[src/rtl/z80_bus_pkg.sv]
// Shared Z80 bus types: DMA sequencer state enum and default bus widths.
// Imported by the DMA sequencer, its counter and the bus stage.
package z80_bus_pkg;

  localparam int Z80_ADDR_W = 16;
  localparam int Z80_DATA_W = 8;

  typedef enum logic [2:0] {
    IDLE,
    REQUEST,
    READ,
    WRITE,
    RELEASE
  } dma_state_t;

endpackage

[src/rtl/z80_dma_counter.sv]
// DMA address incrementers and byte down-counter.
// Ports: load/step/clear controls, start values in, current/next addrs, countZero/countLast out.
module z80_dma_counter
  import z80_bus_pkg::*;
#(
  parameter int ADDR_W = Z80_ADDR_W,
  parameter int LEN_W  = 8
) (
  input  logic              clock,
  input  logic              reset,
  input  logic              load,
  input  logic              step,
  input  logic              clear,
  input  logic [ADDR_W-1:0] srcLoad,
  input  logic [ADDR_W-1:0] dstLoad,
  input  logic [LEN_W-1:0]  lenLoad,
  output logic [ADDR_W-1:0] srcAddr,
  output logic [ADDR_W-1:0] srcAddrInc,
  output logic [ADDR_W-1:0] dstAddr,
  output logic              countZero,
  output logic              countLast
);

  logic [LEN_W-1:0]  count;
  logic [ADDR_W-1:0] dstAddrInc;

  assign srcAddrInc = srcAddr + ADDR_W'(1);
  assign dstAddrInc = dstAddr + ADDR_W'(1);
  assign countZero  = (count == '0);
  assign countLast  = (count == LEN_W'(1));

  always_ff @(posedge clock or posedge reset) begin
    if (reset) begin
      srcAddr <= '0;
      dstAddr <= '0;
      count   <= '0;
    end else if (load) begin
      srcAddr <= srcLoad;
      dstAddr <= dstLoad;
      count   <= lenLoad;
    end else if (clear) begin
      count   <= '0;
    end else if (step) begin
      srcAddr <= srcAddrInc;
      dstAddr <= dstAddrInc;
      count   <= count - LEN_W'(1);
    end
  end

endmodule

[src/rtl/z80_dma_sequencer.sv]
// Z80 memory-to-memory DMA: bus request handshake, then read/write strobes per byte.
// Ports: start/srcAddr/dstAddr/length in; busy/done/error out; nBUSREQ/nBUSAK
// handshake; readData/writeData/busAddress/busWriteData/busReadData/busAck to bus stage.
// Build option: Z80_DMA_BURST_EN keeps the bus for the whole block (else cycle-steal).
module z80_dma_sequencer
  import z80_bus_pkg::*;
#(
  parameter int ADDR_W = Z80_ADDR_W,
  parameter int DATA_W = Z80_DATA_W,
  parameter int LEN_W  = 8
) (
  input  logic              clock,
  input  logic              reset,
  input  logic              start,
  input  logic [ADDR_W-1:0] srcAddr,
  input  logic [ADDR_W-1:0] dstAddr,
  input  logic [LEN_W-1:0]  length,
  output logic              busy,
  output logic              done,
  output logic              error,
  output logic              nBUSREQ,
  input  logic              nBUSAK,
  output logic              readData,
  output logic              writeData,
  output logic [ADDR_W-1:0] busAddress,
  output logic [DATA_W-1:0] busWriteData,
  input  logic [DATA_W-1:0] busReadData,
  input  logic              busAck
);

  dma_state_t state, stateNext;

  logic              nBusReqNext;
  logic              readNext;
  logic              writeNext;
  logic              busyNext;
  logic              doneNext;
  logic              errorNext;
  logic [ADDR_W-1:0] addrNext;
  logic [DATA_W-1:0] wdataNext;

  logic              cntLoad;
  logic              cntStep;
  logic              cntClear;
  logic [ADDR_W-1:0] curSrc;
  logic [ADDR_W-1:0] curSrcInc;
  logic [ADDR_W-1:0] curDst;
  logic              countZero;
  logic              countLast;

  z80_dma_counter #(
    .ADDR_W(ADDR_W),
    .LEN_W (LEN_W)
  ) counter (
    .clock     (clock),
    .reset     (reset),
    .load      (cntLoad),
    .step      (cntStep),
    .clear     (cntClear),
    .srcLoad   (srcAddr),
    .dstLoad   (dstAddr),
    .lenLoad   (length),
    .srcAddr   (curSrc),
    .srcAddrInc(curSrcInc),
    .dstAddr   (curDst),
    .countZero (countZero),
    .countLast (countLast)
  );

  // Outputs are registered from these next values, so each
  // decision here shows on the pins one edge later.
  always_comb begin
    stateNext   = state;
    nBusReqNext = nBUSREQ;
    readNext    = 1'b0;
    writeNext   = 1'b0;
    busyNext    = busy;
    doneNext    = 1'b0;
    errorNext   = error;
    addrNext    = busAddress;
    wdataNext   = busWriteData;
    cntLoad     = 1'b0;
    cntStep     = 1'b0;
    cntClear    = 1'b0;
    unique case (state)
      IDLE: begin
        if (start) begin
          cntLoad   = 1'b1;
          errorNext = 1'b0;
          if (length == '0) begin
            doneNext = 1'b1;
          end else begin
            busyNext    = 1'b1;
            nBusReqNext = 1'b0;
            stateNext   = REQUEST;
          end
        end
      end
      REQUEST: begin
        nBusReqNext = 1'b0;
        if (!nBUSAK) begin
          readNext  = 1'b1;
          addrNext  = curSrc;
          stateNext = READ;
        end
      end
      READ: begin
        if (nBUSAK) begin
          errorNext   = 1'b1;
          cntClear    = 1'b1;
          nBusReqNext = 1'b1;
          stateNext   = RELEASE;
        end else if (busAck) begin
          writeNext = 1'b1;
          addrNext  = curDst;
          wdataNext = busReadData;
          stateNext = WRITE;
        end else begin
          readNext = 1'b1;
        end
      end
      WRITE: begin
        if (nBUSAK) begin
          errorNext   = 1'b1;
          cntClear    = 1'b1;
          nBusReqNext = 1'b1;
          stateNext   = RELEASE;
        end else if (busAck) begin
          cntStep = 1'b1;
`ifdef Z80_DMA_BURST_EN
          // countLast: this ack takes the count to zero.
          if (!countLast) begin
            readNext  = 1'b1;
            addrNext  = curSrcInc;
            stateNext = READ;
          end else begin
            nBusReqNext = 1'b1;
            stateNext   = RELEASE;
          end
`else
          nBusReqNext = 1'b1;
          stateNext   = RELEASE;
`endif
        end else begin
          writeNext = 1'b1;
        end
      end
      RELEASE: begin
        nBusReqNext = 1'b1;
        if (nBUSAK) begin
          if (countZero) begin
            doneNext  = 1'b1;
            busyNext  = 1'b0;
            stateNext = IDLE;
          end else begin
            nBusReqNext = 1'b0;
            stateNext   = REQUEST;
          end
        end
      end
      default: begin
        nBusReqNext = 1'b1;
        stateNext   = IDLE;
      end
    endcase
  end

  always_ff @(posedge clock or posedge reset) begin
    if (reset) begin
      state        <= IDLE;
      nBUSREQ      <= 1'b1;
      readData     <= 1'b0;
      writeData    <= 1'b0;
      busy         <= 1'b0;
      done         <= 1'b0;
      error        <= 1'b0;
      busAddress   <= '0;
      busWriteData <= '0;
    end else begin
      state        <= stateNext;
      nBUSREQ      <= nBusReqNext;
      readData     <= readNext;
      writeData    <= writeNext;
      busy         <= busyNext;
      done         <= doneNext;
      error        <= errorNext;
      busAddress   <= addrNext;
      busWriteData <= wdataNext;
    end
  end

endmodule

[config.mk]
export PLATFORM = sky130hd
export DESIGN_NAME = z80_dma_sequencer
export DESIGN_NICKNAME = d
export VERILOG_FILES = /design/src/rtl/z80_bus_pkg.sv /design/src/rtl/z80_dma_counter.sv /design/src/rtl/z80_dma_sequencer.sv
export SDC_FILE = /design/constraint.sdc
export NUM_CORES = 1
export LEC_CHECK = 0
export ABC_AREA = 1
export CAP_MARGIN = 25
export CORE_MARGIN = 2
export CORE_UTILIZATION = 55
export CTS_CLUSTER_DIAMETER = 50
export DETAILED_ROUTE_END_ITERATION = 6
export GPL_ROUTABILITY_DRIVEN = 0
export PLACE_DENSITY = 0.84
export SLEW_MARGIN = 30
export SYNTH_ARGS = -nofsm -noshare
export SYNTH_HDL_FRONTEND = slang
export SYNTH_SLANG_ARGS = --single-unit
export TNS_END_PERCENT = 5
[constraint.sdc]
create_clock -name clock -period 6.4 [get_ports clock]
set_clock_uncertainty 0.15 [all_clocks]
set_input_delay 1.28 -clock clock [delete_from_list [all_inputs] [get_ports clock]]
set_output_delay 1.28 -clock clock [all_outputs]
set_load 0.01 [all_outputs]
==> out/results.ini, run 1 <==
[power_and_ir_drop]
irDropWorstVdd_mv = 0.2572
power.density_nw_per_um2 = 464.7
leakage_nw = 2.525

[placement]
pre_cts_ws_ns = 3.012
numPortBuffers = 82
place_hpwl_um = 7346
postPlaceCellArea_um2 = 5090

[critical_path]
critPathCaptureType = flip-flop
crit_required_ns = 6.47
start_kind = primary input
crit_arrival_ns = 3.12
worstSetupPathType = primary input to flip-flop
worst-path-max-fanout = 19
worst_r2r_startpoint = state[0]
startpoint = nBUSAK

[timing]
holdWs_ns = 0.3177
final-setup-viol-count = 0
relSlewSlack_pct = 56.54
final.setup.tns_ns = 0
fmax_mhz = 328.4
finalHoldViolCount = 0
tightest_slew_ns = 0.6519
rsz0062_at_grt = false
finalCriticalPeriod_ns = 3.045
slew_viol_final = 0
setup_ws_ns = 3.355
finalCritPeriodShare_pct = 47.58

[outcome]
status = finished clean

[global_route]
overflow = 0
grt_max_degree = 74
grt_pass1_vias = 3970
grt_usage_pct = 26.05
grt_pass1_wl_um = 17820
grt_antenna_before_repair = 0

[hold_path]
hold_path.startpoint = nBUSREQ
hp-class = flip-flop to flip-flop

[clock_network]
cts_tree = yes
cts_max_path_buffers = 2
post-cts-setup-buffer-count = 0
cts_buffers = 9
clk_pin_slew_ns = 0.09
hold_buffers = 0
cts_root_buffer = clkbuf_8
cts.sinks = 73
clk_latency_ns = 0.36
htreeDepth = 3
cts_resized = 0

[logic_synthesis]
yosysMostFrequentCell = nand2_1
synth_async_sr_flop_share_pct = 100.0
ys_ff_latch = 73
netlist.top_cell.by_area = dfrtp_1
syn_inst = 605
synth_edf_count = 0
synth.top_cell.area_share_pct = 42.33
synth_ff_type = dfrtp_1
yosys_warnings = 0
synth.yosys.seq_area_share_pct = 42.95
synth_common_cells = nand2_1, dfrtp_1, nor2_1, nand3_1, inv_1
synth_area_um2 = 4257
synth_area_leaders = dfrtp_1, nand2_1, nand3_1
syn_nets = 662
syn_area_per_cell_um2 = 7.036
ys_types = 31

[job]
maxCapViolations = 0

[layout]
fin_nets = 737
diodes = 0
syn2layout_area_growth_pct = 24.81
design_area_um2 = 5313
drive_above_1_share_pct = 6.131

[detailed_routing]
drt-total-wl_um = 10570
vias = 4252
vias_per_cell = 5.403
drt_iter0_drc = 295
routedWlPerCell_um = 13.43
first_pass_iters = 5
ant_nets = 0
drcViolationCount = 0

[die]
die_w_um = 91.97
die_h_um = 91.97
dieArea_um2 = 8458
placementRows = 32
ios = 83
core_area_um2 = 7607
start_util_pct = 55.95

state kept, by name, summed over array words and instances, names as in the netlist:
| signal | flops |
|---|---|
| busAddress | 16 |
| counter.dstAddr | 16 |
| counter.srcAddr | 16 |
| busWriteData | 8 |
| counter.count | 8 |
| state | 3 |
| busy | 1 |
| done | 1 |
| error | 1 |
| nBUSREQ | 1 |
| readData | 1 |
| writeData | 1 |
worst max-delay path, cell delays in order:
cell	delay, ns
clkdlybuf4s50_1	0.47
nor2_1	0.20
nand3_2	0.40
nand2_4	0.37
inv_2	0.20
nand2_1	0.10
o211ai_1	0.08
cell usage in the layout, fill, tap and decap left out, types with 3 or more instances in the layout:
| cell type | instances |
|---|---|
| a21oi_1 | 7 |
| a31oi_1 | 20 |
| clkbuf_8 | 9 |
| clkdlybuf4s50_1 | 82 |
| clkinvlp_4 | 3 |
| dfrtp_1 | 72 |
| ha_1 | 4 |
| inv_1 | 52 |
| inv_2 | 9 |
| nand2_1 | 228 |
| nand3_1 | 56 |
| nand3_2 | 3 |
| nand4_1 | 8 |
| nor2_1 | 65 |
| nor2_2 | 3 |
| nor3_2 | 4 |
| o211ai_1 | 7 |
| o21ai_0 | 21 |
| o22ai_1 | 4 |
| xnor2_1 | 3 |
| xor2_1 | 6 |
metrics by stage:
step / power, mW / cells / util [%]
final: 2.469 / 787 / 69.84
after global routing: 2.673 / 787 / 69.84
after detailed placement: 2.052 / 771 / 66.91
after global placement: 2.001 / 771 / 66.91
after floorplan: 1.670 / 605 / -
after CTS: 2.466 / 787 / 69.79
report_power, final:
group | internal (mW) | switching [mW]
logic | 0.490 | 0.665
registers | 0.683 | 0.226
clock network | 0.221 | 0.185
total | 1.39 | 1.08
final timing paths:
check | endpoint | slack [ns] | depth (start not counted)
min in group asynchronous | state[0] | 1.28 | 3
min reg2reg | nBUSREQ | 0.32 | 2
max reg2reg | counter.count[7] | 4.21 | 7
max | counter.srcAddr[4] | 3.35 | 7
min | nBUSREQ | 0.32 | 2
max in group asynchronous | counter.dstAddr[15] | 4.37 | 3
cell families (layout without fill, tap and decap cells):
kind of cell / count (synthesis) / after routing / synth area share [%]
xor gates and xnor gates: 9 / 9 / 1.852
adders and majority gates: 4 / 4 / 1.176
DFF: 73 / 73 / 42.95
and+or+nand+nor: 374 / 374 / 36.80
AOI/OAI and AO/OA: 63 / 63 / 8.642
buffers and inverters: 82 / 162 / 8.583
cell type report:
cell class,count,area (um2)
timing repair buffer,84,839.6
clock buffer,10,127.6
fill,620,2295
tap,102,127.6
inverter,62,235.2
multi-input combinational,450,2063
sequential,73,1828
clock inverter,6,91.34
metal layers:
metal	share of wire (%)	wire length (um)	global-route usage (%)	up-vias
met5	0	0	0	-
met4	1.3	133	9.826	0
met3	6.3	666	3.698	13
met2	47	5019	41.54	176
met1	45	4750	36.31	1977
li1	-	-	-	2086
Note: power is estimated with default switching activity, not from simulation.
==> inputs of run 2 (changes only) <==
--- a/config.mk
+++ b/config.mk
@@ -8,11 +8,11 @@
 export ABC_AREA = 1
 export CAP_MARGIN = 25
 export CORE_MARGIN = 2
-export CORE_UTILIZATION = 55
+export CORE_UTILIZATION = 47
 export CTS_CLUSTER_DIAMETER = 50
 export DETAILED_ROUTE_END_ITERATION = 6
 export GPL_ROUTABILITY_DRIVEN = 0
-export PLACE_DENSITY = 0.84
+export PLACE_DENSITY = 0.76
 export SLEW_MARGIN = 30
 export SYNTH_ARGS = -nofsm -noshare
 export SYNTH_HDL_FRONTEND = slang
==> constraint.sdc (replaced) <==
create_clock -name clock -period 2.5 [get_ports clock]
set_clock_uncertainty 0.15 [all_clocks]
set_input_delay 0.5 -clock clock [delete_from_list [all_inputs] [get_ports clock]]
set_output_delay 0.5 -clock clock [all_outputs]
set_load 0.01 [all_outputs]
==> run 2 against run 1 <==
Routed wire length is 6.6% higher. Clock-buffer cell count stayed put. Critical path depth is 6 lower. Via count is 1.6% higher. Sequential cell count stayed put. Core utilization is 7.9 points lower. Critical path type is now flip-flop to output port. Design area is 2.2% higher.
==> out/results.ini, run 2 (synthesized netlist as in run 1, its figures left out) <==
[clock_network]
clk_latency_ns = 0.35
htreeDepth = 3
post-cts-setup-buffer-count = 0
cts_root_buffer = clkbuf_8
cts_tree = yes
hold_buffers = 0
cts_max_path_buffers = 2
cts_buffers = 9
clk_pin_slew_ns = 0.08
cts_resized = 0
cts.sinks = 73

[outcome]
status = finished clean

[critical_path]
ff2ff_path_depth = 6
worstSetupPathType = flip-flop to output port
crit_chain = clkdlybuf4s50_1
worst-path-max-fanout = 2
startpoint = nBUSREQ
reg2reg_setup_slack_ns = 0.62
slowest_stage = dfstp_2
critPathMaxStageDelay_ns = 0.53
worst_r2r_startpoint = counter.srcAddr[0]
crit_buf_inv = 1
crit_arrival_ns = 1.41
critPathCaptureType = output port
crit_family = flip-flops
crit_required_ns = 1.85
start_kind = flip-flop
r2r_end = counter.srcAddr[12]

[timing]
final.setup.tns_ns = 0
relSlewSlack_pct = 59.79
rsz0062_at_grt = false
finalCritPeriodShare_pct = 82.20
finalHoldViolCount = 0
holdWs_ns = 0.3111
slew_viol_final = 0
finalCriticalPeriod_ns = 2.055
final-setup-viol-count = 0
tightest_slew_ns = 0.5999
fmax_mhz = 486.6

[layout]
drive_above_1_share_pct = 7.359
final_cell_mix = nand2_1, clkdlybuf4s50_1, dfrtp_1
syn2layout_area_growth_pct = 27.54
diodes = 0
design_area_um2 = 5429
fin_nets = 745
reg_top3 = busAddress: 16 flops, counter.dstAddr: 16 flops, counter.srcAddr: 16 flops
final_common_cell = nand2_1

[power_and_ir_drop]
irDropWorstVdd_mv = 0.4623
p_seq_share_pct = 35.7
internal_power_mw = 3.756
leakage_nw = 2.592
p_sw_mw = 2.776
combPwrFrac_pct = 46.9
swShare_pct = 42.49
power.density_nw_per_um2 = 1203
clkPwrFrac_pct = 17.4

[global_route]
overflow = 0
grt_pass1_vias = 4130
grt_max_degree = 74
grt_antenna_before_repair = 0
grt_usage_pct = 23.62
grt_pass1_wl_um = 18840

[hold_path]
hold_path.startpoint = nBUSREQ
holdPathEnd = nBUSREQ
holdPathStages = 2
hp-class = flip-flop to flip-flop

[die]
dieArea_um2 = 9834
ios = 83
core_area_um2 = 8763
die_h_um = 99.17
start_util_pct = 48.57
placementRows = 34
die_w_um = 99.17

[detailed_routing]
routedWlPerCell_um = 14.06
drt-total-wl_um = 11260
drcViolationCount = 0
first_pass_iters = 5
vias_per_cell = 5.396
drt_iter0_drc = 258
ant_nets = 0
vias = 4322

[placement]
postPlaceCellArea_um2 = 5186
numPortBuffers = 82
place_hpwl_um = 8197

[job]
maxCapViolations = 0

## run 2: layer usage
layer | global-route usage, % | wire, um | vias up
met4 | 8.641 | 176 | 0
met3 | 3.443 | 785 | 17
met5 | 0 | 0 | -
li1 | - | - | 2095
met1 | 32.19 | 5017 | 2029
met2 | 38.62 | 5284 | 181
## run 2: worst max path at each step
| stage | to | cells after the start | slack, ns |
|---|---|---|---|
| after floorplan | counter.dstAddr[7] | 8 | 0.94 |
| after global placement | counter.count[5] | 8 | 0.19 |
| after detailed placement | counter.count[5] | 7 | 0.13 |
| after CTS | nBUSREQ | 1 | 0.43 |
| after global routing | counter.count[5] | 8 | 0.35 |
| final | nBUSREQ | 1 | 0.44 |
## run 2: through the flow
stage               utilization (%)  instances  power (mW)  setup WS, ns
floorplan                         -        605       4.277        0.9387
global placement              59.18        785       5.241        0.1907
CTS                           61.95        801       6.525        0.4271
detailed placement            59.18        785       5.381        0.1285
finish                        61.95        801       6.532        0.4449
global route                  61.95        801       7.041        0.3452
## run 2: cell type report
| class | count | area (um2) |
|---|---|---|
| clock buffers | 10 | 137.6 |
| multi-input cells | 450 | 2063 |
| clock inverters | 6 | 105.1 |
| fillers | 802 | 3334 |
| flip-flops and latches | 73 | 1828 |
| repair buffers | 92 | 920.9 |
| inverters | 62 | 239.0 |
| well taps | 108 | 135.1 |
## run 2: power by group through the flow
stage | Sequential [mW] | Clock, mW | Combinational (mW)
6_report | 2.33 | 1.13 | 3.06
5_1_grt | 2.41 | 1.20 | 3.43
4_1_cts | 2.32 | 1.14 | 3.07
3_5_place_dp | 2.34 | 0 | 3.04
3_3_place_gp | 2.31 | 0 | 2.93
2_1_floorplan | 2.27 | 0 | 2.01
==> inputs of run 3 (changes only) <==
--- a/config.mk
+++ b/config.mk
@@ -8,11 +8,11 @@
 export ABC_AREA = 1
 export CAP_MARGIN = 25
 export CORE_MARGIN = 2
-export CORE_UTILIZATION = 47
+export CORE_UTILIZATION = 52
 export CTS_CLUSTER_DIAMETER = 50
 export DETAILED_ROUTE_END_ITERATION = 6
 export GPL_ROUTABILITY_DRIVEN = 0
-export PLACE_DENSITY = 0.76
+export PLACE_DENSITY = 0.8
 export SLEW_MARGIN = 30
 export SYNTH_ARGS = -nofsm -noshare
 export SYNTH_HDL_FRONTEND = slang
==> constraint.sdc (replaced) <==
create_clock -name clock -period 2 [get_ports clock]
set_clock_uncertainty 0.15 [all_clocks]
set_input_delay 0.4 -clock clock [delete_from_list [all_inputs] [get_ports clock]]
set_output_delay 0.4 -clock clock [all_outputs]
set_load 0.01 [all_outputs]
==> run 3 against run 2 <==
Sequential power increased by 24%. Combinational power rose by 31%. Sequential share of layout area is 0.58 points lower. Sequential cell count unchanged. Register-to-register slack got worse by 0.40 ns. Die area down 9.2%.
==> out/results.ini, run 3 (synthesized netlist as in run 1, its figures left out) <==
[outcome]
status = finished clean

[layout]
regArea_um2 = 1828
diodes = 0
multi_input_area_um2 = 2063
final_cell_mix = nand2_1, clkdlybuf4s50_1, dfrtp_1
fin_nets = 761
final_core_util_pct = 70.39
final_common_cell = nand2_1
syn2layout_area_growth_pct = 29.78
drive_above_1_share_pct = 9.309
design_area_um2 = 5524
reg_top3 = busAddress: 16 flops, counter.dstAddr: 16 flops, counter.srcAddr: 16 flops
fill_cells = 647

[global_route]
grt_pass1_wl_um = 18880
grt_usage_pct = 27.12
grt_pass1_vias = 4114
grt_antenna_before_repair = 0
overflow = 0
grt_max_degree = 34

[job]
maxCapViolations = 0

[placement]
numPortBuffers = 82
place_hpwl_um = 8476
postPlaceCellArea_um2 = 5349

[detailed_routing]
met3_length_um = 959
first_pass_iters = 5
vias = 4394
drcViolationCount = 0
wl_met2_um = 5337
vias_per_cell = 5.418
ant_nets = 0
met1_length_um = 4734
routedWlPerCell_um = 13.84
drt_iter0_drc = 338
drt-total-wl_um = 11220
highest_layer = met4

[critical_path]
crit_required_ns = 1.45
start_kind = flip-flop
worstSetupPathType = flip-flop to output port
slowest_stage = clkdlybuf4s50_1
crit_chain = clkdlybuf4s50_1
crit_arrival_ns = 1.26
worst-path-max-fanout = 2
critPathMaxStageDelay_ns = 0.55
crit_family = buffers and inverters
crit_buf_inv = 1
critPathCaptureType = output port

[power_and_ir_drop]
p_seq_share_pct = 36.4
irDropWorstVdd_mv = 0.6665
swShare_pct = 44.24
p_sw_mw = 3.517
clkPwrFrac_pct = 13.2
power_mw = 7.949
internal_power_mw = 4.432
power.density_nw_per_um2 = 1439
leakage_nw = 2.664
combPwrFrac_pct = 50.4

[die]
ios = 83
die_w_um = 94.48
core_area_um2 = 7848
placementRows = 32
dieArea_um2 = 8926
die_h_um = 94.48
start_util_pct = 54.24

[timing]
final.setup.tns_ns = 0
slew_viol_final = 0
holdWs_ns = 0.2822
relSlewSlack_pct = 65.96
finalCriticalPeriod_ns = 1.814
finalCritPeriodShare_pct = 90.68
tightest_slew_ns = 0.5096
fmax_mhz = 551.4
final-setup-viol-count = 0
finalHoldViolCount = 0
rsz0062_at_grt = false

[clock_network]
cts.sinks = 73
cts_max_path_buffers = 2
post-cts-setup-buffer-count = 0
htreeDepth = 3
cts_buffers = 9
cts_tree = yes
clk_latency_ns = 0.35
cts_root_buffer = clkbuf_8
clk_pin_slew_ns = 0.08

[hold_path]
hp-class = primary input to asynchronous set/reset pin

run 3: cell count changes in the layout (fill, tap and decap cells not counted), sizes merged:
cell,change
clkdlybuf4s50,-1
clkbuf,+1
dlymetal6s2s,+1
bufinv,-3
clkinv,+1
clkinvlp,+1
buf,+16
run 3: power groups by stage:
stage               combinational, mW  sequential [mW]  clock [mW]
floorplan                        2.51             2.83           0
finish                           4.01             2.89        1.05
global route                     4.50             3.00        1.12
detailed placement               3.96             2.90           0
CTS                              3.99             2.88        1.05
global placement                 3.84             2.86           0
run 3: layout make-up:
type / instances / area share (%)
clock buffer: 11 / 2.559
clock inverter: 5 / 0.5663
inverter: 62 / 4.326
multi-input combinational: 450 / 37.35
sequential: 73 / 33.09
tap: 102 / 2.310
timing repair buffer: 108 / 19.80
run 3: what timing repair did:
| item | CTS | global route |
|---|---|---|
| hold buffers | 0 | 0 |
| endpoints found under the setup margin | 0 | 1 |
| gates resized for setup | 0 | 1 |
run 3: layer usage:
layer / track usage [%] / up-vias
met1: 36.45 / 1988
met2: 44.76 / 240
li1: - / 2137
met3: 5.267 / 29
met5: 0 / -
met4: 8.092 / 0
run 3: worst paths after layout:
check	startpoint	slack, ns	endpoint	cells past startpoint
min	reset	0.28	busWriteData[1]	2
min in group clock	nBUSREQ	0.34	nBUSREQ	2
max reg2reg	state[2]	0.22	state[1]	10
max in group asynchronous	reset	0.97	counter.srcAddr[13]	3
min reg2reg	nBUSREQ	0.34	nBUSREQ	2
max	busWriteData[0]	0.19	busWriteData[0]	1
run 3: metrics by stage:
step / worst slack [ns] / instances
after floorplan: 0.4547 / 605
after global placement: -0.01797 / 795
after detailed placement: -0.05366 / 795
after CTS: 0.01516 / 811
after global routing: 0.03330 / 811
final: 0.1863 / 811
